==> src/rtl/imm_issue_stage_if.sv <==
// Handshake and data bundle between decode, the immediate issue stage and execute.
// The stage itself connects through the slave modport; the decode/execute side uses master.
interface imm_issue_stage_if #(
  parameter int NUM_SLOTS = 2,
  parameter int INSTR_W   = 32
);
  logic                          flush;
  logic                          inValid;
  logic                          inReady;
  logic [NUM_SLOTS*INSTR_W-1:0]  instrIn;
  logic [2*NUM_SLOTS-1:0]        immSel;
  logic                          outValid;
  logic                          outReady;
  logic [NUM_SLOTS*INSTR_W-1:0]  instrOut;
  logic [32*NUM_SLOTS-1:0]       immOut;
  logic [1:0]                    occupancy;

  modport slave (
    input  flush, inValid, instrIn, immSel, outReady,
    output inReady, outValid, instrOut, immOut, occupancy
  );

  modport master (
    output flush, inValid, instrIn, immSel, outReady,
    input  inReady, outValid, instrOut, immOut, occupancy
  );
endinterface

==> src/rtl/imm_issue_stage.sv <==
// Decode-to-execute stage: per-slot immediate extraction/extension, registered
// through a 2-entry skid buffer (output register + skid register) with flush.
//
// state   | meaning
// S_EMPTY | no bundle held, outValid=0
// S_ONE   | output register valid, skid empty
// S_TWO   | output and skid registers valid, inReady=0
module imm_issue_stage #(
  parameter int NUM_SLOTS = 2,
  parameter int INSTR_W   = 32
) (
  input  logic               clk,
  input  logic               reset,
  imm_issue_stage_if.slave   bus
);

  localparam int BW = NUM_SLOTS * INSTR_W;
  localparam int IW = 32 * NUM_SLOTS;

  typedef enum logic [1:0] {
    S_EMPTY = 2'd0,
    S_ONE   = 2'd1,
    S_TWO   = 2'd2
  } state_t;

  state_t          state;
  state_t          state_nxt;
  logic            in_ready_q;
  logic            out_valid;
  logic            acc;
  logic            hand;
  logic            out_load_in;
  logic            out_load_skid;
  logic            skid_load_in;
  logic [IW-1:0]   imm_in;
  logic [BW-1:0]   out_instr_q;
  logic [IW-1:0]   out_imm_q;
  logic [BW-1:0]   skid_instr_q;
  logic [IW-1:0]   skid_imm_q;

  // Only the low 11 bits of a slot instruction ever feed an immediate.
  function automatic logic [31:0] ext_imm(input logic [10:0] f, input logic [1:0] sel);
    logic [31:0] r;
    case (sel)
      2'b01:   r = {{24{f[7]}}, f[7:0]};
      2'b10:   r = {24'h0, f[7:0]};
      2'b11:   r = {{21{f[10]}}, f[10:0]};
      default: r = 32'h0;
    endcase
    return r;
  endfunction

  always_comb begin
    imm_in = '0;
    for (int k = 0; k < NUM_SLOTS; k++) begin
      imm_in[32*k +: 32] = ext_imm(bus.instrIn[k*INSTR_W +: 11], bus.immSel[2*k +: 2]);
    end
  end

  assign out_valid = (state != S_EMPTY);
  assign acc       = bus.inValid && in_ready_q;
  assign hand      = out_valid && bus.outReady;

  // State register; inReady is a flop so it never combinationally follows outReady.
  always_ff @(posedge clk or posedge reset) begin
    if (reset) begin
      state      <= S_EMPTY;
      in_ready_q <= 1'b1;
    end else begin
      state      <= state_nxt;
      in_ready_q <= (state_nxt != S_TWO);
    end
  end

  always_comb begin
    state_nxt = state;
    case (state)
      S_EMPTY: begin
        if (acc) state_nxt = S_ONE;
      end
      S_ONE: begin
        if (acc && !hand)      state_nxt = S_TWO;
        else if (!acc && hand) state_nxt = S_EMPTY;
      end
      S_TWO: begin
        if (hand && !acc) state_nxt = S_ONE;
      end
      default: state_nxt = S_EMPTY;
    endcase
    if (bus.flush) state_nxt = S_EMPTY;
  end

  // Datapath load strobes; a flush suppresses every load so nothing new becomes visible.
  always_comb begin
    out_load_in   = 1'b0;
    out_load_skid = 1'b0;
    skid_load_in  = 1'b0;
    case (state)
      S_EMPTY: begin
        out_load_in = acc;
      end
      S_ONE: begin
        out_load_in  = acc && hand;
        skid_load_in = acc && !hand;
      end
      S_TWO: begin
        out_load_skid = hand;
        skid_load_in  = acc && hand;
      end
      default: begin
        out_load_in = 1'b0;
      end
    endcase
    if (bus.flush) begin
      out_load_in   = 1'b0;
      out_load_skid = 1'b0;
      skid_load_in  = 1'b0;
    end
  end

  always_ff @(posedge clk or posedge reset) begin
    if (reset) begin
      out_instr_q  <= '0;
      out_imm_q    <= '0;
      skid_instr_q <= '0;
      skid_imm_q   <= '0;
    end else begin
      if (out_load_in) begin
        out_instr_q <= bus.instrIn;
        out_imm_q   <= imm_in;
      end else if (out_load_skid) begin
        out_instr_q <= skid_instr_q;
        out_imm_q   <= skid_imm_q;
      end
      if (skid_load_in) begin
        skid_instr_q <= bus.instrIn;
        skid_imm_q   <= imm_in;
      end
    end
  end

  assign bus.inReady   = in_ready_q;
  assign bus.outValid  = out_valid;
  assign bus.instrOut  = out_instr_q;
  assign bus.immOut    = out_imm_q;
  assign bus.occupancy = state;

endmodule

==> src/flat_wrapper.sv <==
// flat-port wrapper written by rule: the top's interface ports become plain ports
module imm_issue_stage_flat 
#(
  parameter int NUM_SLOTS = 2,
  parameter int INSTR_W   = 32
)
  (clk, reset, bus_flush, bus_inValid, bus_instrIn, bus_immSel, bus_outReady, bus_inReady, bus_outValid, bus_instrOut, bus_immOut, bus_occupancy);
  imm_issue_stage_if #(.NUM_SLOTS(NUM_SLOTS), .INSTR_W(INSTR_W)) bus_i ();
  input  logic clk;
  input  logic reset;
  input wire logic [$bits(bus_i.flush)-1:0] bus_flush;
  input wire logic [$bits(bus_i.inValid)-1:0] bus_inValid;
  input wire logic [$bits(bus_i.instrIn)-1:0] bus_instrIn;
  input wire logic [$bits(bus_i.immSel)-1:0] bus_immSel;
  input wire logic [$bits(bus_i.outReady)-1:0] bus_outReady;
  output wire logic [$bits(bus_i.inReady)-1:0] bus_inReady;
  output wire logic [$bits(bus_i.outValid)-1:0] bus_outValid;
  output wire logic [$bits(bus_i.instrOut)-1:0] bus_instrOut;
  output wire logic [$bits(bus_i.immOut)-1:0] bus_immOut;
  output wire logic [$bits(bus_i.occupancy)-1:0] bus_occupancy;
  assign bus_i.flush = bus_flush;
  assign bus_i.inValid = bus_inValid;
  assign bus_i.instrIn = bus_instrIn;
  assign bus_i.immSel = bus_immSel;
  assign bus_i.outReady = bus_outReady;
  assign bus_inReady = bus_i.inReady;
  assign bus_outValid = bus_i.outValid;
  assign bus_instrOut = bus_i.instrOut;
  assign bus_immOut = bus_i.immOut;
  assign bus_occupancy = bus_i.occupancy;
  imm_issue_stage #(.NUM_SLOTS(NUM_SLOTS), .INSTR_W(INSTR_W)) u_core (.clk(clk), .reset(reset), .bus(bus_i));
endmodule
==> config.mk <==
export PLATFORM = sky130hd
export DESIGN_NAME = imm_issue_stage_flat
export DESIGN_NICKNAME = d
export VERILOG_FILES = /design/src/rtl/imm_issue_stage_if.sv /design/src/rtl/imm_issue_stage.sv /design/src/flat_wrapper.sv
export SDC_FILE = /design/constraint.sdc
export NUM_CORES = 1
export LEC_CHECK = 0
export ABC_AREA = 0
export CORE_MARGIN = 2
export CORE_UTILIZATION = 40
export CTS_BUF_LIST = sky130_fd_sc_hd__clkbuf_2 sky130_fd_sc_hd__clkbuf_4 sky130_fd_sc_hd__clkbuf_8
export DETAILED_ROUTE_END_ITERATION = 6
export PLACE_DENSITY = 0.73
export SLEW_MARGIN = 20
export SYNTH_ARGS = -nofsm -noshare
export SYNTH_HDL_FRONTEND = slang
export SYNTH_SLANG_ARGS = --single-unit
==> constraint.sdc <==
create_clock -name clk -period 5.5 [get_ports clk]
set_input_delay 1.1 -clock clk [delete_from_list [all_inputs] [get_ports clk]]
set_output_delay 1.1 -clock clk [all_outputs]
set_load 0.01 [all_outputs]
# == Word level (Yosys, flattened, before mapping) ==
# Cells that the tools add are included.
# word_totals
ff_bits,259
in_bits,73
output_inout_bits,132
wordCells,43
# op_classes
eq_ne,9
n_mux,18
n_reduce_logical,10
# ops
cell,count
2-to-1 mux 64 bit,4
case mux 32 bit (3 select lines),2
== test 2 bit (second input constant),5
2-to-1 mux 2 bit,5
== test 2 x 1 -> 1 bit (second input constant),3
case mux 2 bit (3 select lines),1
logical AND 1 bit,5
2-to-1 mux 1 bit,4
case mux 1 bit (2 select lines),2
nonzero test 2 bit,2
logical NOT 1 bit,2
logical NOT 2 bit,1
inequality test 2 bit (second input constant),1

# == Longest topological paths before layout ==
# Gate-level depths: netlist of run 1.
# depth
depth_word,8
mapped_depth,8

# == Worst setup path before layout of run 1 ==
# Ideal clock, no wire load.
# synth_path
kind,input -> register
start,in bus_outReady
end,reg u_core.skid_imm_q[62]
setup_time_ns,0.127
arrival_ns,2.382
path_slack_ns,2.990
cell_stages,6
path_cell_list,nor2b_1 > mux2i_1 > nor4b_4 > buf_4 > buf_6 > mux2_1
# synth_via
elab_chain_cells,5
elab_cells_between_ends,6
# synth_lines
item,line,source
start: declaration,flat_wrapper.sv:15,input wire logic [$bits(bus_i.outReady)-1:0] bus_outReady;
logical AND 1 bit (*),imm_issue_stage.sv:62,assign hand = out_valid && bus.outReady;
logical NOT 1 bit,imm_issue_stage.sv:104,skid_load_in = acc && !hand;
logical AND 1 bit,imm_issue_stage.sv:104,
case mux 1 bit (2 select lines) (*),imm_issue_stage.sv:98,case (state)
2-to-1 mux 1 bit (*),imm_issue_stage.sv:114,if (bus.flush) begin
end signal: assignment,imm_issue_stage.sv:137,skid_imm_q <= imm_in;
end: declaration,imm_issue_stage.sv:39,logic [IW-1:0] skid_imm_q;
# Mark *: on every way between the ends. The rest lies on a longest branch, timed or not.
# A chain may end at the register's enable or synchronous reset.

# == Worst setup path in the final report of run 1 ==
# layout_path
start,"reg u_core.state[0], in the netlist u_core.bus.occupancy[0]"
end,out bus_outValid
# layout_via
elab_chain_cells,1
# layout_lines
item,line,source
start: declaration,imm_issue_stage.sv:26,state_t state;
start signal: assignment,imm_issue_stage.sv:70,state <= state_nxt;
nonzero test 2 bit,imm_issue_stage.sv:60,assign out_valid = (state != S_EMPTY);
end: declaration,flat_wrapper.sv:17,output wire logic [$bits(bus_i.outValid)-1:0] bus_outValid;
# No other way between the ends.

==> flow_metrics.py, run 1 <==
metrics = {
    "synthesis": {
        "ys_warn_count": 0,
        "synth_xor_area_frac": 0,
        "synth_cell_types": 31,
        "ys_seq_elements": 175,
        "synthAdderAreaFrac": 0.00633,
        "ys_seq_area_frac": 0.554,
        "synth_area_mm2": 0.00790,
        "synth_top_family_by_area": "multiplexers",
        "muxShareOfSynthArea": 0.233,
        "synth-compound-area-share": 0.0690,
        "synth_fp_nets": 737,
        "syn_inst": 660,
        "synth_area_per_cell_um2": 12.0,
        "synth_simple_gate_area_frac": 0.0693,
    },
    "setup_path": {
        "cp-end-kind": "output pin",
        "crit_arrival_ns": 1.93,
        "critPathLaunchType": "register",
        "crit_fanout": 6,
        "reg2reg_depth": 7,
        "required_ns": 4.40,
        "worstSetupPathType": "reg -> out",
    },
    "final_layout": {
        "num_antenna_cells": 0,
        "drive_above_1_share": 0.110,
        "final_cell_mix": "204 x clkdlybuf4s50_1, 174 x dfrtp_1, 95 x nand2_1",
        "nNetsFinal": 888,
        "area_growth_pct": 29.8,
        "final_common_cell": "clkdlybuf4s50_1",
        "stdcell_area_mm2": 0.0103,
        "final_util": 0.529,
    },
    "clocking": {
        "cts.clk_slew.worst_paths_ns": 0.09,
        "cts.hold.buffers_added": 0,
        "postCtsSetupRepairBufs": 0,
        "cts-root-buf": "clkbuf_8",
        "numCtsBuffers": 17,
        "clkSinkCount": 175,
        "clk_latency_ns": 0.45,
        "htree_levels": 4,
        "cts_tree": "done",
        "cts_resized": 0,
        "clockBufferDepth": 2,
    },
    "die": {
        "start_util": 0.407,
        "die_x_um": 145,
        "io_pins": 205,
        "num_rows": 51,
        "die_h_um": 145,
        "dieArea_mm2": 0.0209,
        "core_mm2": 0.0194,
    },
    "drt": {
        "drt-initial-drc-count": 242,
        "wl_per_cell_um": 15.2,
        "first_pass_iters": 4,
        "viasPerCell": 4.83,
        "wl_mm": 16.5,
        "drc": 0,
        "num_vias": 5258,
        "drtAntennaViolNets": 0,
    },
    "run_status": {
        "status": "complete, no violations",
    },
    "placement": {
        "numPortBuffers": 204,
        "hpwl_mm": 10.7,
        "dpl_cell_area_mm2": 0.00984,
        "gp_congestion": 0.754,
        "dpl_worst_slack_ns": 2.12,
    },
    "sta": {
        "finClkSkew_ns": 0.00889,
        "setup_ws_ns": 2.47,
        "finalHoldViolCount": 0,
        "period_share": 0.551,
        "final-max-slew-violation-count": 0,
        "fin_crit_ns": 3.03,
        "setup_violations": 0,
        "relSlewSlack": 0.330,
        "max_freq_ghz": 0.330,
        "whs_ns": 0.493,
        "rsz0062_at_grt": "no",
        "tightest_slew_ns": 1.00,
        "fin_tns_setup_ns": 0,
    },
    "global_routing": {
        "grt_pass1_vias": 5079,
        "grt_antenna_before_repair": 0,
        "grt_usage": 0.162,
        "grt_pass1_wl_mm": 26.5,
        "grt.overflow.total": 0,
        "grt_max_degree": 176,
    },
    "pwr": {
        "p_leak_nw": 4.23,
        "ir_drop_mv": 0.223,
        "pwr_density_cell_mw_per_mm2": 479,
    },
    "min_path": {
        "hp-class": "reg -> reg",
        "hold_path_depth": 1,
    },
    "run": {
        "maxCapViolations": 0,
    },
}
state kept, by name, summed over array words and instances (netlist names):
signal	count
u_core.bus.immOut	22
u_core.bus.instrOut	64
u_core.bus.inReady	1
u_core.skid_imm_q	22
u_core.bus.occupancy	2
u_core.skid_instr_q	64
worst max-delay path, cell delays in order (launching register included):
cell	delay, ns
dfrtp_1	0.44
inv_1	0.11
ha_1	0.31
inv_1	0.10
clkdlybuf4s50_1	0.54
report_power, final:
group	switching (mW)	total [mW]	internal, mW
Combinational	0.769	1.88	1.11
Clock	0.466	0.935	0.468
Sequential	0.304	2.10	1.80
through the flow:
stage / instances / power (mW)
after global placement: 1057 / 3.99
after CTS: 1089 / 5.00
after floorplan: 660 / 3.06
after detailed placement: 1057 / 4.04
final: 1089 / 4.92
after global routing: 1089 / 5.25
synth_stat cells (all sizes together):
library cell | number | area share
nor3 | 2 | 0.0019
or2 | 2 | 0.0016
o22ai | 2 | 0.0016
nor4 | 1 | 0.0016
a21o | 2 | 0.0019
nor2b | 1 | 0.00079
mux2i | 87 | 0.11
a21boi | 6 | 0.0057
o21ba | 1 | 0.0013
nand2 | 95 | 0.045
a311o | 1 | 0.0013
nand2b | 2 | 0.0016
dfstp | 1 | 0.0033
inv | 6 | 0.0028
dfrtp | 174 | 0.55
and2 | 16 | 0.013
buf | 63 | 0.058
nor4b | 2 | 0.0041
clkbuf | 16 | 0.0076
mux2 | 86 | 0.12
ha | 4 | 0.0063
a21oi | 1 | 0.00063
o21ai | 88 | 0.056
a22oi | 1 | 0.00095
area by class of cell:
cell class | count | area [um2]
fill | 1754 | 9140
sequential | 175 | 4380
multi-input combinational | 400 | 3000
timing repair buffer | 211 | 2110
tap | 265 | 332
clock buffer | 19 | 255
clock inverter | 13 | 163
inverter | 6 | 26.3
path summary, 6_finish.rpt:
path / from / slack, ns / endpoint
hold / removal: u_core.skid_instr_q[12] / 0.49 / u_core.skid_instr_q[12]
min in group asynchronous: reset / 1.25 / u_core.bus.instrOut[14]
setup / recovery: u_core.bus.occupancy[0] / 2.47 / bus_outValid
hold reg to reg: u_core.skid_instr_q[12] / 0.49 / u_core.skid_instr_q[12]
max in group asynchronous: reset / 3.47 / u_core.skid_instr_q[59]
setup reg to reg: u_core.bus.occupancy[0] / 2.92 / u_core.skid_instr_q[24]
routing by layer:
layer  vias to the layer above  wire (um)  track usage
li1                       2536          -            -
met1                      2575       7340        0.210
met2                       135       8080        0.266
met3                        12        933       0.0430
met4                         0        169       0.0491
met5                         -          0            0
kinds of logic (layout without fill, tap and decap cells):
| family | count (synthesis) | in the layout |
|---|---|---|
| flip-flops | 175 | 175 |
| multiplexers | 173 | 173 |
| AND/OR/NAND/NOR | 121 | 121 |
| AO/OA/AOI/OAI | 102 | 102 |
| buffers and inverters | 85 | 249 |
| adder cells (fa/ha/maj) | 4 | 4 |
Power figures use the tool's default switching activity.
==> run 2: changes to the inputs <==
--- a/config.mk
+++ b/config.mk
@@ -10,7 +10,7 @@
 export CORE_UTILIZATION = 40
 export CTS_BUF_LIST = sky130_fd_sc_hd__clkbuf_2 sky130_fd_sc_hd__clkbuf_4 sky130_fd_sc_hd__clkbuf_8
 export DETAILED_ROUTE_END_ITERATION = 6
-export PLACE_DENSITY = 0.73
+export PLACE_DENSITY = 0.71
 export SLEW_MARGIN = 20
 export SYNTH_ARGS = -nofsm -noshare
 export SYNTH_HDL_FRONTEND = slang
==> constraint.sdc (replaced) <==
create_clock -name clk -period 2.8 [get_ports clk]
set_input_delay 0.56 -clock clk [delete_from_list [all_inputs] [get_ports clk]]
set_output_delay 0.56 -clock clk [all_outputs]
set_load 0.01 [all_outputs]
==> flow_metrics.py, run 2 (same netlist as run 1, synthesis figures left out) <==
metrics = {
    "clocking": {
        "postCtsSetupRepairBufs": 0,
        "clk_latency_ns": 0.46,
        "cts.hold.buffers_added": 0,
        "cts-root-buf": "clkbuf_8",
        "cts_tree": "done",
        "cts.clk_slew.worst_paths_ns": 0.09,
        "htree_levels": 4,
        "cts_resized": 0,
        "clkSinkCount": 175,
        "clockBufferDepth": 2,
        "numCtsBuffers": 17,
    },
    "die": {
        "io_pins": 205,
        "core_mm2": 0.0194,
        "die_x_um": 145,
        "num_rows": 51,
        "start_util": 0.407,
        "dieArea_mm2": 0.0209,
        "die_h_um": 145,
    },
    "placement": {
        "gp_congestion": 0.730,
        "hpwl_mm": 11.4,
        "numPortBuffers": 204,
    },
    "min_path": {
        "hp-class": "reg -> reg",
    },
    "pwr": {
        "p_leak_nw": 4.33,
        "p_sw_mw": 3.03,
        "ir_drop_mv": 0.428,
        "p_seq_frac": 0.423,
        "internal_power_mw": 6.78,
        "power.share.clock": 0.195,
        "combPwrFrac": 0.382,
        "p_sw_frac": 0.309,
        "pwr_density_cell_mw_per_mm2": 935,
    },
    "setup_path": {
        "worstSetupPathType": "reg -> out",
        "slowest_stage": "clkdlybuf4s50_1",
        "crit_arrival_ns": 1.92,
        "crit_fanout": 6,
        "crit_chain": "inv_1 > ha_1 > inv_1 > clkdlybuf4s50_1",
        "path_common_cell": "inv_1",
        "critPathLaunchType": "register",
        "cpPeakStageDelay_ns": 0.53,
        "cp-end-kind": "output pin",
        "required_ns": 2.24,
    },
    "final_layout": {
        "num_antenna_cells": 0,
        "final_cell_mix": "204 x clkdlybuf4s50_1, 174 x dfrtp_1, 95 x nand2_1",
        "n_fill_cell": 1719,
        "final_common_cell": "clkdlybuf4s50_1",
        "nNetsFinal": 901,
        "area_growth_pct": 32.9,
        "drive_above_1_share": 0.123,
        "final_util": 0.541,
    },
    "sta": {
        "fin_crit_ns": 2.48,
        "relSlewSlack": 0.556,
        "max_freq_ghz": 0.403,
        "final-max-slew-violation-count": 0,
        "finClkSkew_ns": 0.0131,
        "setup_violations": 0,
        "rsz0062_at_grt": "no",
        "fin_tns_setup_ns": 0,
        "tightest_slew_ns": 0.666,
        "finalHoldViolCount": 0,
        "period_share": 0.886,
    },
    "drt": {
        "drtAntennaViolNets": 0,
        "num_vias": 5235,
        "drt-initial-drc-count": 262,
        "first_pass_iters": 5,
        "wl_mm": 16.9,
        "drc": 0,
        "wl_per_cell_um": 15.3,
        "viasPerCell": 4.75,
    },
    "global_routing": {
        "grt_max_degree": 97,
        "grt_antenna_before_repair": 0,
        "grt_pass1_wl_mm": 27.0,
        "grt.overflow.total": 0,
        "grt_usage": 0.166,
        "grt_pass1_vias": 5021,
    },
    "run": {
        "maxCapViolations": 0,
    },
    "run_status": {
        "status": "complete, no violations",
    },
}
[run 2: changes by cell type in the layout (fill, tap and decap cells not counted), sizes merged]
| cell | change |
|---|---|
| clkbuf | +2 |
| buf | +13 |
| clkinv | -4 |
| bufinv | +1 |
| inv | -2 |
| clkinvlp | +2 |
[run 2: worst paths after layout]
| check | start | slack [ns] | cells past startpoint | end |
|---|---|---|---|---|
| max reg2reg | u_core.bus.occupancy[0] | 0.42 | 8 | u_core.skid_instr_q[14] |
| min in group asynchronous | reset | 0.63 | 3 | u_core.bus.instrOut[25] |
| max | u_core.bus.occupancy[0] | 0.32 | 4 | bus_outValid |
| min | u_core.skid_instr_q[42] | 0.49 | 1 | u_core.skid_instr_q[42] |
| min reg2reg | u_core.skid_instr_q[42] | 0.49 | 1 | u_core.skid_instr_q[42] |
| max in group asynchronous | reset | 1.71 | 3 | u_core.skid_instr_q[42] |
[run 2: final cells by class]
type / instances / area, um2 / share of cell area
clock inverter: 10 / 163 / 0.0155
timing repair buffer: 224 / 2330 / 0.222
clock buffer: 21 / 270 / 0.0257
tap: 265 / 332 / 0.0316
inverter: 6 / 26.3 / 0.00250
multi-input combinational: 400 / 3000 / 0.286
sequential: 175 / 4380 / 0.417
[run 2: worst max-delay path: cells and delay by family (launching register included)]
| family | cells | cell delay, ns |
|---|---|---|
| buf+inv | 3 | 0.74 |
| flops | 1 | 0.43 |
| fa+ha+maj | 1 | 0.29 |
[run 2: routing by layer]
layer / vias to the layer above / routed length (um) / global-route usage
li1: 2553 / - / -
met2: 126 / 7920 / 0.261
met5: - / 0 / 0
met1: 2539 / 7780 / 0.224
met4: 0 / 252 / 0.0588
met3: 17 / 910 / 0.0424
[run 2: per-stage QoR]
stage	total power, mW	std cells	hold slack, ns	area, um2	worst slack, ns
after floorplan	6.00	660	0.458	7910	0.00217
after global placement	7.91	1070	0.468	10100	0.136
after detailed placement	8.00	1070	0.475	10100	0.128
after CTS	9.94	1101	0.493	10500	0.279
after global routing	10.5	1101	0.515	10500	0.175
final	9.81	1101	0.490	10500	0.319
[run 2: power by group through the flow]
stage          Clock [mW]  Combinational (mW)  Sequential (mW)
2_1_floorplan           0                1.64             4.36
4_1_cts              1.98                3.80             4.16
5_1_grt              2.09                4.09             4.28
3_5_place_dp            0                3.80             4.19
6_report             1.92                3.75             4.15
3_3_place_gp            0                3.73             4.18
